`src/rtl/mole_game_ctrl_pkg.sv`:
```
// Shared state codes, BCD constants and BCD arithmetic helpers for the mole game blocks.
package mole_game_ctrl_pkg;

  typedef logic [1:0] state_t;

  localparam state_t ST_IDLE = 2'd0;
  localparam state_t ST_RUN  = 2'd1;
  localparam state_t ST_OVER = 2'd2;

  localparam int          BCD_W         = 4;
  localparam logic [11:0] SCORE_MAX_BCD = 12'h999;

  function automatic logic [2*BCD_W-1:0] bcd_from_int(input int n);
    return {4'(n / 10), 4'(n % 10)};
  endfunction

  // Saturates at 999 rather than wrapping to 000.
  function automatic logic [3*BCD_W-1:0] bcd_inc3(input logic [3*BCD_W-1:0] v);
    logic [3*BCD_W-1:0] r;
    r = v;
    if (v != SCORE_MAX_BCD) begin
      if (v[3:0] != 4'd9) begin
        r[3:0] = v[3:0] + 4'd1;
      end else begin
        r[3:0] = 4'd0;
        if (v[7:4] != 4'd9) begin
          r[7:4] = v[7:4] + 4'd1;
        end else begin
          r[7:4]  = 4'd0;
          r[11:8] = v[11:8] + 4'd1;
        end
      end
    end
    return r;
  endfunction

  function automatic logic [2*BCD_W-1:0] bcd_dec2(input logic [2*BCD_W-1:0] v);
    logic [2*BCD_W-1:0] r;
    r = v;
    if (v[3:0] != 4'd0) begin
      r[3:0] = v[3:0] - 4'd1;
    end else begin
      r[3:0] = 4'd9;
      r[7:4] = v[7:4] - 4'd1;
    end
    return r;
  endfunction

endpackage

```
`src/rtl/mole_game_ctrl_lfsr16.sv`:
```
// Free-running 16-bit Galois LFSR, polynomial x^16+x^14+x^13+x^11+1, shared by the game blocks.
module lfsr16 #(
  parameter logic [15:0] SEED = 16'hACE1
) (
  input  logic        clk_i,
  input  logic        rst_n_i,
  output logic [15:0] q_o
);

  logic [15:0] lfsr_q, lfsr_d;

  assign lfsr_d = lfsr_q[0] ? ({1'b0, lfsr_q[15:1]} ^ 16'hB400) : {1'b0, lfsr_q[15:1]};

  always_ff @(posedge clk_i or negedge rst_n_i) begin
    if (!rst_n_i) lfsr_q <= SEED;
    else          lfsr_q <= lfsr_d;
  end

  assign q_o = lfsr_q;

endmodule

```
`src/rtl/mole_game_ctrl.sv`:
```
// Whack-a-mole round controller driven by a divided-clock game tick.
// Optional pause input is built in when GAME_PAUSE_EN is defined.
//
//   state   | meaning
//   IDLE    | waiting for first start, mole dark, time shows full round
//   RUN     | round in progress, ticks count down, hits score
//   OVER    | round finished, score and 00 time held until start
module mole_game_ctrl
  import mole_game_ctrl_pkg::*;
#(
  parameter int          GAME_SECONDS = 30,
  parameter int          NUM_MOLES    = 10,
  parameter logic [15:0] LFSR_SEED    = 16'hACE1
) (
  input  logic                 clk_i,
  input  logic                 rst_n_i,
  input  logic                 tick_in_i,
  input  logic                 start_i,
  input  logic [NUM_MOLES-1:0] hit_i,
`ifdef GAME_PAUSE_EN
  input  logic                 pause_i,
`endif
  output logic [NUM_MOLES-1:0] mole_o,
  output logic [7:0]           time_bcd_o,
  output logic [11:0]          score_bcd_o,
  output logic                 running_o,
  output logic                 game_over_o
);

  localparam int         IDX_W     = $clog2(NUM_MOLES);
  localparam logic [7:0] TIME_INIT = bcd_from_int(GAME_SECONDS);

  state_t               state_q, state_d;
  logic [IDX_W-1:0]     idx_q, idx_d;
  logic [NUM_MOLES-1:0] mole_q, mole_d;
  logic [7:0]           time_q, time_d;
  logic [11:0]          score_q, score_d;
  logic                 tick_q, start_q;
  logic [NUM_MOLES-1:0] hit_q;

  logic                 tick_p, start_p, run_en;
  logic [NUM_MOLES-1:0] hit_p, mole_new;
  logic [IDX_W-1:0]     cand, idx_new;
  logic [15:0]          lfsr_q;
  logic [7:0]           lfsr_unused;

  lfsr16 #(.SEED(LFSR_SEED)) u_lfsr (
    .clk_i   (clk_i),
    .rst_n_i (rst_n_i),
    .q_o     (lfsr_q)
  );

  // Upper LFSR bits are left for other game blocks.
  assign lfsr_unused = lfsr_q[15:8];

  assign tick_p  = tick_in_i & ~tick_q;
  assign start_p = start_i & ~start_q;
  assign hit_p   = hit_i & ~hit_q;

`ifdef GAME_PAUSE_EN
  assign run_en = ~pause_i;
`else
  assign run_en = 1'b1;
`endif

  assign cand     = IDX_W'(lfsr_q[7:0] % 8'(NUM_MOLES));
  assign idx_new  = (cand != idx_q) ? cand :
                    (cand == IDX_W'(NUM_MOLES - 1)) ? '0 : cand + IDX_W'(1);
  assign mole_new = NUM_MOLES'(1) << idx_new;

  always_comb begin
    state_d = state_q;
    idx_d   = idx_q;
    mole_d  = mole_q;
    time_d  = time_q;
    score_d = score_q;
    case (state_q)
      ST_IDLE, ST_OVER: begin
        mole_d = '0;
        if (state_q == ST_IDLE) time_d = TIME_INIT;
        if (start_p) begin
          state_d = ST_RUN;
          score_d = '0;
          time_d  = TIME_INIT;
          idx_d   = idx_new;
          mole_d  = mole_new;
        end
      end
      ST_RUN: begin
        if (run_en) begin
          if ((hit_p & mole_q) != '0) begin
            score_d = bcd_inc3(score_q);
            mole_d  = '0;
          end
          // A tick overrides the hit's mole clear; the final tick darkens it.
          if (tick_p) begin
            if (time_q == 8'h01) begin
              state_d = ST_OVER;
              time_d  = 8'h00;
              mole_d  = '0;
            end else begin
              time_d = bcd_dec2(time_q);
              idx_d  = idx_new;
              mole_d = mole_new;
            end
          end
        end
      end
      default: state_d = ST_IDLE;
    endcase
  end

  always_ff @(posedge clk_i or negedge rst_n_i) begin
    if (!rst_n_i) begin
      state_q <= ST_IDLE;
      idx_q   <= '0;
      mole_q  <= '0;
      time_q  <= TIME_INIT;
      score_q <= '0;
      tick_q  <= 1'b0;
      start_q <= 1'b0;
      hit_q   <= '0;
    end else begin
      state_q <= state_d;
      idx_q   <= idx_d;
      mole_q  <= mole_d;
      time_q  <= time_d;
      score_q <= score_d;
      tick_q  <= tick_in_i;
      start_q <= start_i;
      hit_q   <= hit_i;
    end
  end

  assign mole_o      = mole_q;
  assign time_bcd_o  = time_q;
  assign score_bcd_o = score_q;
  assign running_o   = (state_q == ST_RUN);
  assign game_over_o = (state_q == ST_OVER);

endmodule
```
`config.mk`:
```
export PLATFORM = sky130hd
export DESIGN_NAME = mole_game_ctrl
export DESIGN_NICKNAME = d
export VERILOG_FILES = /design/src/rtl/mole_game_ctrl_pkg.sv /design/src/rtl/mole_game_ctrl_lfsr16.sv /design/src/rtl/mole_game_ctrl.sv
export SDC_FILE = /design/constraint.sdc
export NUM_CORES = 1
export LEC_CHECK = 0
export ABC_AREA = 0
export CAP_MARGIN = 30
export CORE_MARGIN = 1.5
export CORE_UTILIZATION = 55
export CTS_CLUSTER_DIAMETER = 150
export DETAILED_ROUTE_END_ITERATION = 6
export PLACE_DENSITY = 0.8
export SYNTH_ARGS = -nofsm -noshare
export SYNTH_HDL_FRONTEND = slang
export SYNTH_SLANG_ARGS = --single-unit
```
`constraint.sdc`:
```
create_clock -name clk_i -period 3.59 [get_ports clk_i]
set_input_delay 1.077 -clock clk_i [delete_from_list [all_inputs] [get_ports clk_i]]
set_output_delay 1.077 -clock clk_i [all_outputs]
set_load 0.02 [all_outputs]
```
# After elaboration in Yosys (flattened, before gate mapping)
# Index checks and enable logic that the tools add are counted.
# word_totals
reg_bits	64
in_bits	14
output_inout_bits	32
word_cells	91
# op_classes
add_sub_neg	6
n_div	1
eq_ne	19
shifts	1
n_mux	31
bitwise	8
n_reduce_logical	13
# ops
operator	n
10-bit two-way mux	4
4-bit two-way mux	10
8-bit two-way mux	5
12-bit two-way mux	3
12-bit one-hot mux with 2 select lines	1
10-bit AND	2
10-bit one-hot mux with 2 select lines	1
4-bit by 1-bit adder with 4-bit output, second input constant	4
16-bit two-way mux	1
8-bit one-hot mux with 2 select lines	1
12-bit inequality test, second input constant	1
4-bit AND reduction	3
10-bit inverter	1
10-bit nonzero test	1
1-bit by 4-bit << shifter with 10-bit output, first input constant	1
8-bit by 1-bit == test with 1-bit output, second input constant	1
8-bit by 4-bit modulo with 8-bit output, second input constant	1
2-bit by 1-bit inequality test with 1-bit output, second input constant	4
2-bit inequality test, second input constant	4
4-bit inequality test, second input constant	2
4-bit one-hot mux with 2 select lines	1
4-bit by 1-bit subtractor with 4-bit output, second input constant	2
2-bit two-way mux	3
3-bit inequality test, second input constant	2
other kinds (17)	20

# Logic depth before layout (Yosys ltp)
# Gate-level depths: netlist (run 1).
# depth
ltp_word	8
depth_mapped	12
ltp_nobuf	11

# Hierarchy
# Synthesis (run 1) repeated with hierarchy kept, for this count alone.
# hier_totals
hier_cells	350
hier_area_um2	3514.6
# by_module_without_submodules
mod	n_inst	cells_per_inst	area_per_inst_um2	seq_area_each_um2
mole_game_ctrl	1	318	2980.4	1203.7
lfsr16	1	32	534.3	410.4

# Least setup slack after synthesis (run 1)
# OpenSTA, ideal clock, no wires.
# synth_timing
path_kind	reg-to-reg
startpoint	reg u_lfsr.lfsr_q[6], in the netlist u_lfsr.q_o[6]
endpoint	reg idx_q[0]
setup_time_ps	125
arrival_ps	2953
required_ps	3465
setup_slack_ps	512
stages_incl_launch_ff	11
path_buffers	1
synth_period_minus_slack_ps	3078
cell_sequence	dfstp_2 -> clkbuf_1 -> inv_1 -> mux2i_1 -> a222oi_1 -> and2_1 -> o21ai_2 -> a21o_1 -> a221oi_4 -> mux2_4 -> mux2_2
# synth_via
elab_chain_len	7
word_cells_on_any_way	10
classes_between	1 x add/sub; 1 x div; 2 x eq/ne; 6 x mux
# synth_rtl
item	line_no	text
start: declaration	mole_game_ctrl_lfsr16.sv:10	logic [15:0] lfsr_q, lfsr_d;
start signal: assignment	mole_game_ctrl_lfsr16.sv:16	else lfsr_q <= lfsr_d;
8-bit by 4-bit modulo with 8-bit output *	mole_game_ctrl.sv:66	assign cand = IDX_W'(lfsr_q[7:0] % 8'(NUM_MOLES));
4-bit by 1-bit adder with 4-bit output or 4-bit == test (tied branches)	mole_game_ctrl.sv:68	(cand == IDX_W'(NUM_MOLES - 1)) ? '0 : cand + IDX_W'(1);
4-bit two-way mux	mole_game_ctrl.sv:68	
4-bit two-way mux *	mole_game_ctrl.sv:67	assign idx_new = (cand != idx_q) ? cand :
4-bit two-way mux	mole_game_ctrl.sv:97	if (time_q == 8'h01) begin
4-bit two-way mux	mole_game_ctrl.sv:96	if (tick_p) begin
4-bit one-hot mux with 2 select lines *	mole_game_ctrl.sv:77	case (state_q)
end signal: assignment	mole_game_ctrl.sv:125	idx_q <= idx_d;
end: declaration	mole_game_ctrl.sv:34	logic [IDX_W-1:0] idx_q, idx_d;
# Mark *: on every way between the ends. The rest lies on a longest branch, timed or not. The select of a mux whose other input is x is not followed.
# A chain may end at the register's enable or synchronous reset.

# Worst setup path after layout (run 1)
# layout_timing
startpoint	reg u_lfsr.lfsr_q[5], in the netlist u_lfsr.q_o[5]
endpoint	reg idx_q[0]
# Same word-level chain as after synthesis.

==> results of run 1 <==
[worst paths after layout]
path	cells past startpoint	slack, ps	end	start
max reg2reg	9	260	idx_q[0]$_DFFE_PN0P_	u_lfsr.q_o[5]$_DFF_PN1_
min reg2reg	0	340	u_lfsr.q_o[8]$_DFF_PN0_	u_lfsr.q_o[9]$_DFF_PN0_
min in group asynchronous	1	660	score_bcd_o[9]$_DFFE_PN0P_	rst_n_i
max	9	260	idx_q[0]$_DFFE_PN0P_	u_lfsr.q_o[5]$_DFF_PN1_
max in group asynchronous	3	2190	hit_q[0]$_DFF_PN0_	rst_n_i
min	0	340	u_lfsr.q_o[8]$_DFF_PN0_	u_lfsr.q_o[9]$_DFF_PN0_
[cells in the mapped netlist (all sizes together), types with 8 or more instances]
cell    count  area [µm²]
nor3       11       55.05
buf        10       78.81
dfstp      10       262.8
dfrtp      54        1351
inv        15       56.30
a32o        8       80.08
o21ai      31       166.4
o22ai       8       50.05
nand2b      8       50.05
nor2       25       93.84
o31ai      10       75.07
nand3      11       55.05
a21oi      15       75.07
nand2      42       157.7
[power groups by stage]
stage / Clock (mW) / Sequential, mW / Combinational (mW)
finish: 0.729 / 1.04 / 1.01
global route: 0.772 / 1.06 / 1.11
CTS: 0.737 / 1.03 / 1.01
detailed placement: 0 / 1.04 / 1.00
global placement: 0 / 1.03 / 0.974
floorplan: 0 / 1.12 / 0.532
[metrics by stage]
| step | hold WS [ps] | area, µm² | setup slack [ps] | std cells |
|---|---|---|---|---|
| finish | 343.3 | 4165 | 263.2 | 480 |
| global route | 347.6 | 4165 | 132.1 | 480 |
| CTS | 349.4 | 4165 | 287.4 | 480 |
| floorplan | 331.2 | 3427 | 512.0 | 354 |
| detailed placement | 342.2 | 3923 | 233.4 | 464 |
| global placement | 333.8 | 3902 | 240.4 | 463 |
[sequential cells by signal (all words and copies together), names as in the netlist]
register and count:
u_lfsr.q_o 16, score_bcd_o 12, hit_q 10, mole_o 10, time_bcd_o 8, idx_q 4, state_q 2, start_q 1
tick_q 1
[area by class of cell]
class | instances | area, µm² | area share
Multi-Input combinational cell | 258 | 1652 | 0.3965
Tap cell | 75 | 93.84 | 0.02253
Inverter | 16 | 60.06 | 0.01442
Sequential cell | 64 | 1614 | 0.3875
Clock inverter | 2 | 60.06 | 0.01442
Clock buffer | 14 | 182.7 | 0.04386
Timing Repair Buffer | 51 | 503.0 | 0.1208
[metal layers]
layer  GRT usage  vias to the layer above  wire, µm
met1      0.3087                     1362      3415
met3     0.03778                       15       310
met4      0.1237                        0       149
met2      0.3754                       87      3600
met5           0                        -         0
li1            -                     1380         -
[kinds of logic after synthesis]
group           Yosys count  synth area share
compound gates          103            0.2125
xor+xnor                 11           0.02811
fa+ha+maj                 7           0.02556
buf+inv                  32           0.04709
flops                    64            0.4710
mux                       6           0.02008
simple gates            131            0.1957
[critical path: stages (launching register included)]
cell and delay [ps]:
dfstp_2 700, nor4b_2 390, a2bb2oi_1 130, a22o_1 310, and2_4 220, o21ai_2 300
nand2_1 140, a221oi_4 360, mux2_4 380, mux2_2 270
==> impl_metrics.tcl, run 1 <==
set metrics [dict create \
    slew_headroom 0.5412 \
    final_antenna_net_count 0 \
    seq_power_share 0.374 \
    crit_path_end_kind "flop" \
    firstDrtPassIters 5 \
    crit_fanout 16 \
    grt_overflow 0 \
    wire_per_inst_um 15.58 \
    cp.arrival_ps 3540 \
    io_pins 46 \
    grt_pass1_vias 2611 \
    seq_area_frac_synth 0.4710 \
    die_w_um 81.94 \
    synth_flop_cell "dfrtp_1" \
    fin_setup_tns_ps 0 \
    clkLatencyLatePin_ps 340 \
    vias 2844 \
    clk_pin_slew_ps 70 \
    die_area_um2 6713 \
    leakagePower_nw 1.764 \
    rsz0062_at_grt "false" \
    postCtsHoldBufs 0 \
    hold_violations 0 \
    grtUsageTotal 0.2359 \
    final_common_cell "dfrtp_1" \
    period_needed_ps 3327 \
    fmax_mhz 300.6 \
    p_comb_frac 0.363 \
    tritoncts "done" \
    nets 421 \
    async_reset_ff_frac 1.000 \
    final_core_util 0.6994 \
    syn_nets 375 \
    vdd_drop_max_mv 0.4248 \
    rows 28 \
    setup_viol 0 \
    post_cts_resized 0 \
    antenna_found_initial 0 \
    synth-seq-cells 64 \
    synth_cell_types 61 \
    yosysWarnings 0 \
    startpoint_type "flop" \
    syn_area_um2 3427 \
    fin_worst_skew_ps 9.854 \
    vias_per_cell 5.925 \
    switchingPower_mw 0.9969 \
    p_sw_frac 0.3592 \
    drc_errors 0 \
    clock-sinks 64 \
    place_hpwl_um 5470 \
    worst_pin_slew_ps 681.9 \
    final_cell_mix "dfrtp_1 (54), clkdlybuf4s50_1 (44), nand2_1 (42)" \
    netlist_instances 354 \
    nFillCells 451 \
    layout-drive-gt1-share 0.1160 \
    p_int_mw 1.778 \
    gp_congestion 0.8885 \
    clkPwrFrac 0.263 \
    power.density_nw_per_um2 666.3 \
    grt_pass1_wl_um 12010 \
    fin_crit_sh 0.9267 \
    antenna_cells 0 \
    avgSynthCellArea_um2 9.681 \
    syn_to_final_growth_pct 21.54 \
    drt_wl_total_um 7476 \
    cts_setup_buffers 0 \
    cp.required_ps 3810 \
    io_buffers 45 \
    cts_buffers 9 \
    grt_max_degree 34 \
    max_cap_viol_count 0 \
    initial_core_util 0.5754 \
    status "finished clean" \
    h-tree-depth 3 \
    crit_type "flop to flop" \
    finalPower_mw 2.775 \
    die_y_um 81.94 \
    clockBufferDepth 2 \
    hold_class "flop to flop" \
    cts_root_buffer "clkbuf_8" \
    drtIter0Drc 206 \
    core_um2 5956 \
    synth_edf_count 0 \
    report.final.slew_viol_count 0 \
]
Note: power is estimated with default switching activity, not from simulation.
==> run 2: changes to the inputs <==
--- a/config.mk
+++ b/config.mk
@@ -5,7 +5,7 @@
 export SDC_FILE = /design/constraint.sdc
 export NUM_CORES = 1
 export LEC_CHECK = 0
-export ABC_AREA = 0
+export ABC_AREA = 1
 export CAP_MARGIN = 30
 export CORE_MARGIN = 1.5
 export CORE_UTILIZATION = 55
==> run 2 against run 1 <==
Wire length down 11%. Count of clock-buffer cells in the layout fell by 3. Register-to-register slack better by 250 ps. Critical path depth rose by 17. Fmax is 8.1% higher. Largest cell class is now flip-flops and latches.
==> impl_metrics.tcl, run 2 <==
set metrics [dict create \
    yosysWarnings 0 \
    synthTopCellsByArea "dfrtp_1 (40%), nand2_1 (11%), dfstp_2 (7.8%)" \
    drtIter0Drc 155 \
    worst_pin_slew_ps 566.5 \
    tritoncts "done" \
    vias_per_cell 5.167 \
    netlist_top_cells_count "nand2_1 (102), dfrtp_1 (54), inv_1 (47)" \
    avgSynthCellArea_um2 8.401 \
    top_layer "met4" \
    place_hpwl_um 4968 \
    final_antenna_net_count 0 \
    met3_length_um 299 \
    fin_worst_skew_ps 12.86 \
    core_um2 5886 \
    syn_to_final_growth_pct 23.18 \
    fin_crit_sh 0.8573 \
    yosysTopAreaCell "dfrtp_1" \
    antenna_cells 0 \
    clockBufferDepth 2 \
    wl_met2_um 3193 \
    grt_pass1_wl_um 11360 \
    die_w_um 81.07 \
    vias 2790 \
    rsz0062_at_grt "false" \
    io_buffers 45 \
    async_reset_ff_frac 1.000 \
    power.density_nw_per_um2 649.5 \
    nets 481 \
    cts_setup_buffers 0 \
    postCtsHoldBufs 0 \
    initial_core_util 0.5695 \
    cp.arrival_ps 3350 \
    pre_cts_slack_ps 269.6 \
    synth_cell_types 38 \
    synth.most_common_cell "nand2_1" \
    netlist_instances 399 \
    synth_edf_count 0 \
    clkLatencyLatePin_ps 340 \
    grt_max_degree 28 \
    gp_congestion 0.8463 \
    post_cts_resized 0 \
    syn_nets 420 \
    report.final.slew_viol_count 0 \
    layout-drive-gt1-share 0.1742 \
    slew_headroom 0.6188 \
    r2r_cells 26 \
    cts_buffers 9 \
    largest_reg_flops 16 \
    crit_path_end_kind "flop" \
    max_cap_viol_count 0 \
    crit_fanout 8 \
    io_pins 46 \
    grt_overflow 0 \
    vdd_drop_max_mv 0.4411 \
    crit_type "flop to flop" \
    cts_root_buffer "clkbuf_8" \
    leakagePower_nw 2.060 \
    period_needed_ps 3078 \
    synth-seq-cells 64 \
    clk_pin_slew_ps 70 \
    hold_depth 0 \
    final_cell_mix "nand2_1 (102), dfrtp_1 (54), inv_1 (47)" \
    rows 28 \
    drc_errors 0 \
    wire_per_inst_um 12.36 \
    startpoint_type "flop" \
    worst_slack_ps 512.3 \
    firstDrtPassIters 4 \
    hold_violations 0 \
    drt_wl_total_um 6673 \
    cp.required_ps 3860 \
    synth_flop_cell "dfrtp_1" \
    wl_met1_um 3117 \
    synth_top_area_share 0.4031 \
    hold_class "flop to flop" \
    status "finished clean" \
    seq_area_frac_synth 0.4815 \
    syn_area_um2 3352 \
    grt_pass1_vias 2645 \
    final_common_cell "nand2_1" \
    die_y_um 81.07 \
    die_area_um2 6572 \
    antenna_found_initial 0 \
    h-tree-depth 3 \
    clock-sinks 64 \
    grtUsageTotal 0.2261 \
    fin_setup_tns_ps 0 \
    setup_viol 0 \
    fmax_mhz 324.9 \
]
[run 2: logic make-up after synthesis]
family,after synthesis,synth area share
AND/OR/NAND/NOR,210,0.3042
multiplexers,2,0.005973
AO/OA/AOI/OAI,52,0.09818
adder cells (fa/ha/maj),7,0.02613
buffers and inverters,56,0.06308
flip-flops,64,0.4815
XOR/XNOR,8,0.02090
[run 2: final cells by class]
| type | count | area, µm² |
|---|---|---|
| inverter | 55 | 206.4 |
| timing repair buffer | 51 | 490.5 |
| tap | 75 | 93.84 |
| clock inverter | 5 | 56.30 |
| clock buffer | 11 | 141.4 |
| multi-input combinational | 279 | 1526 |
| sequential | 64 | 1614 |
| fill | 441 | 1757 |
[run 2: worst max-delay path, cell delays in order, from the launching register on]
cell and delay [ps]:
dfstp_2 590, inv_2 60, o21ai_4 160, inv_2 80
nand2_4 80, nand2_1 100, a21oi_4 160, nand2_2 90
nand2_2 80, nand2_1 70, nand3_2 70, nand2_2 80
nand2_2 90, nand2_1 60, nand2_2 70, inv_2 50
nand2_4 110, inv_2 50, o21bai_1 130, nand2_1 80
nor2_2 160, nand2_2 110, nand2_2 70, nand2_2 90
nor2_1 190, nand2_1 70, nand2_1 60
[run 2: metal layers]
metal | global-route usage | vias up
met1 | 0.2865 | 1300
met5 | 0 | -
met2 | 0.3808 | 66
met3 | 0.06180 | 8
li1 | - | 1416
met4 | 0.06207 | 0
[run 2: final timing paths]
check	slack (ps)	end	start
min in group asynchronous	730	score_bcd_o[5]$_DFFE_PN0P_	rst_n_i
max	510	mole_o[3]$_DFFE_PN0P_	u_lfsr.q_o[7]$_DFF_PN1_
max in group asynchronous	2080	u_lfsr.q_o[7]$_DFF_PN1_	rst_n_i
min	350	u_lfsr.q_o[11]$_DFF_PN1_	u_lfsr.q_o[12]$_DFF_PN0_
min reg2reg	350	u_lfsr.q_o[11]$_DFF_PN1_	u_lfsr.q_o[12]$_DFF_PN0_
max reg2reg	510	mole_o[3]$_DFFE_PN0P_	u_lfsr.q_o[7]$_DFF_PN1_
[run 2: stage by stage]
| step | cells | power, mW | hold WS (ps) | util | instance area, µm² |
|---|---|---|---|---|---|
| 6_report | 540 | 2.682 | 354.1 | 0.7015 | 4129 |
| 5_1_grt | 540 | 2.868 | 361.3 | 0.7015 | 4129 |
| 4_1_cts | 540 | 2.699 | 350.9 | 0.7015 | 4129 |
| 3_5_place_dp | 524 | 2.079 | 336.7 | 0.6679 | 3931 |
| 3_3_place_gp | 524 | 2.043 | 338.3 | 0.6679 | 3931 |
| 2_1_floorplan | 399 | 1.648 | 331.2 | - | 3352 |
[run 2: where the power goes]
group	total, mW	switching, mW	internal (mW)
clock network	0.615	0.276	0.339
logic	1.07	0.623	0.448
registers	0.996	0.132	0.864
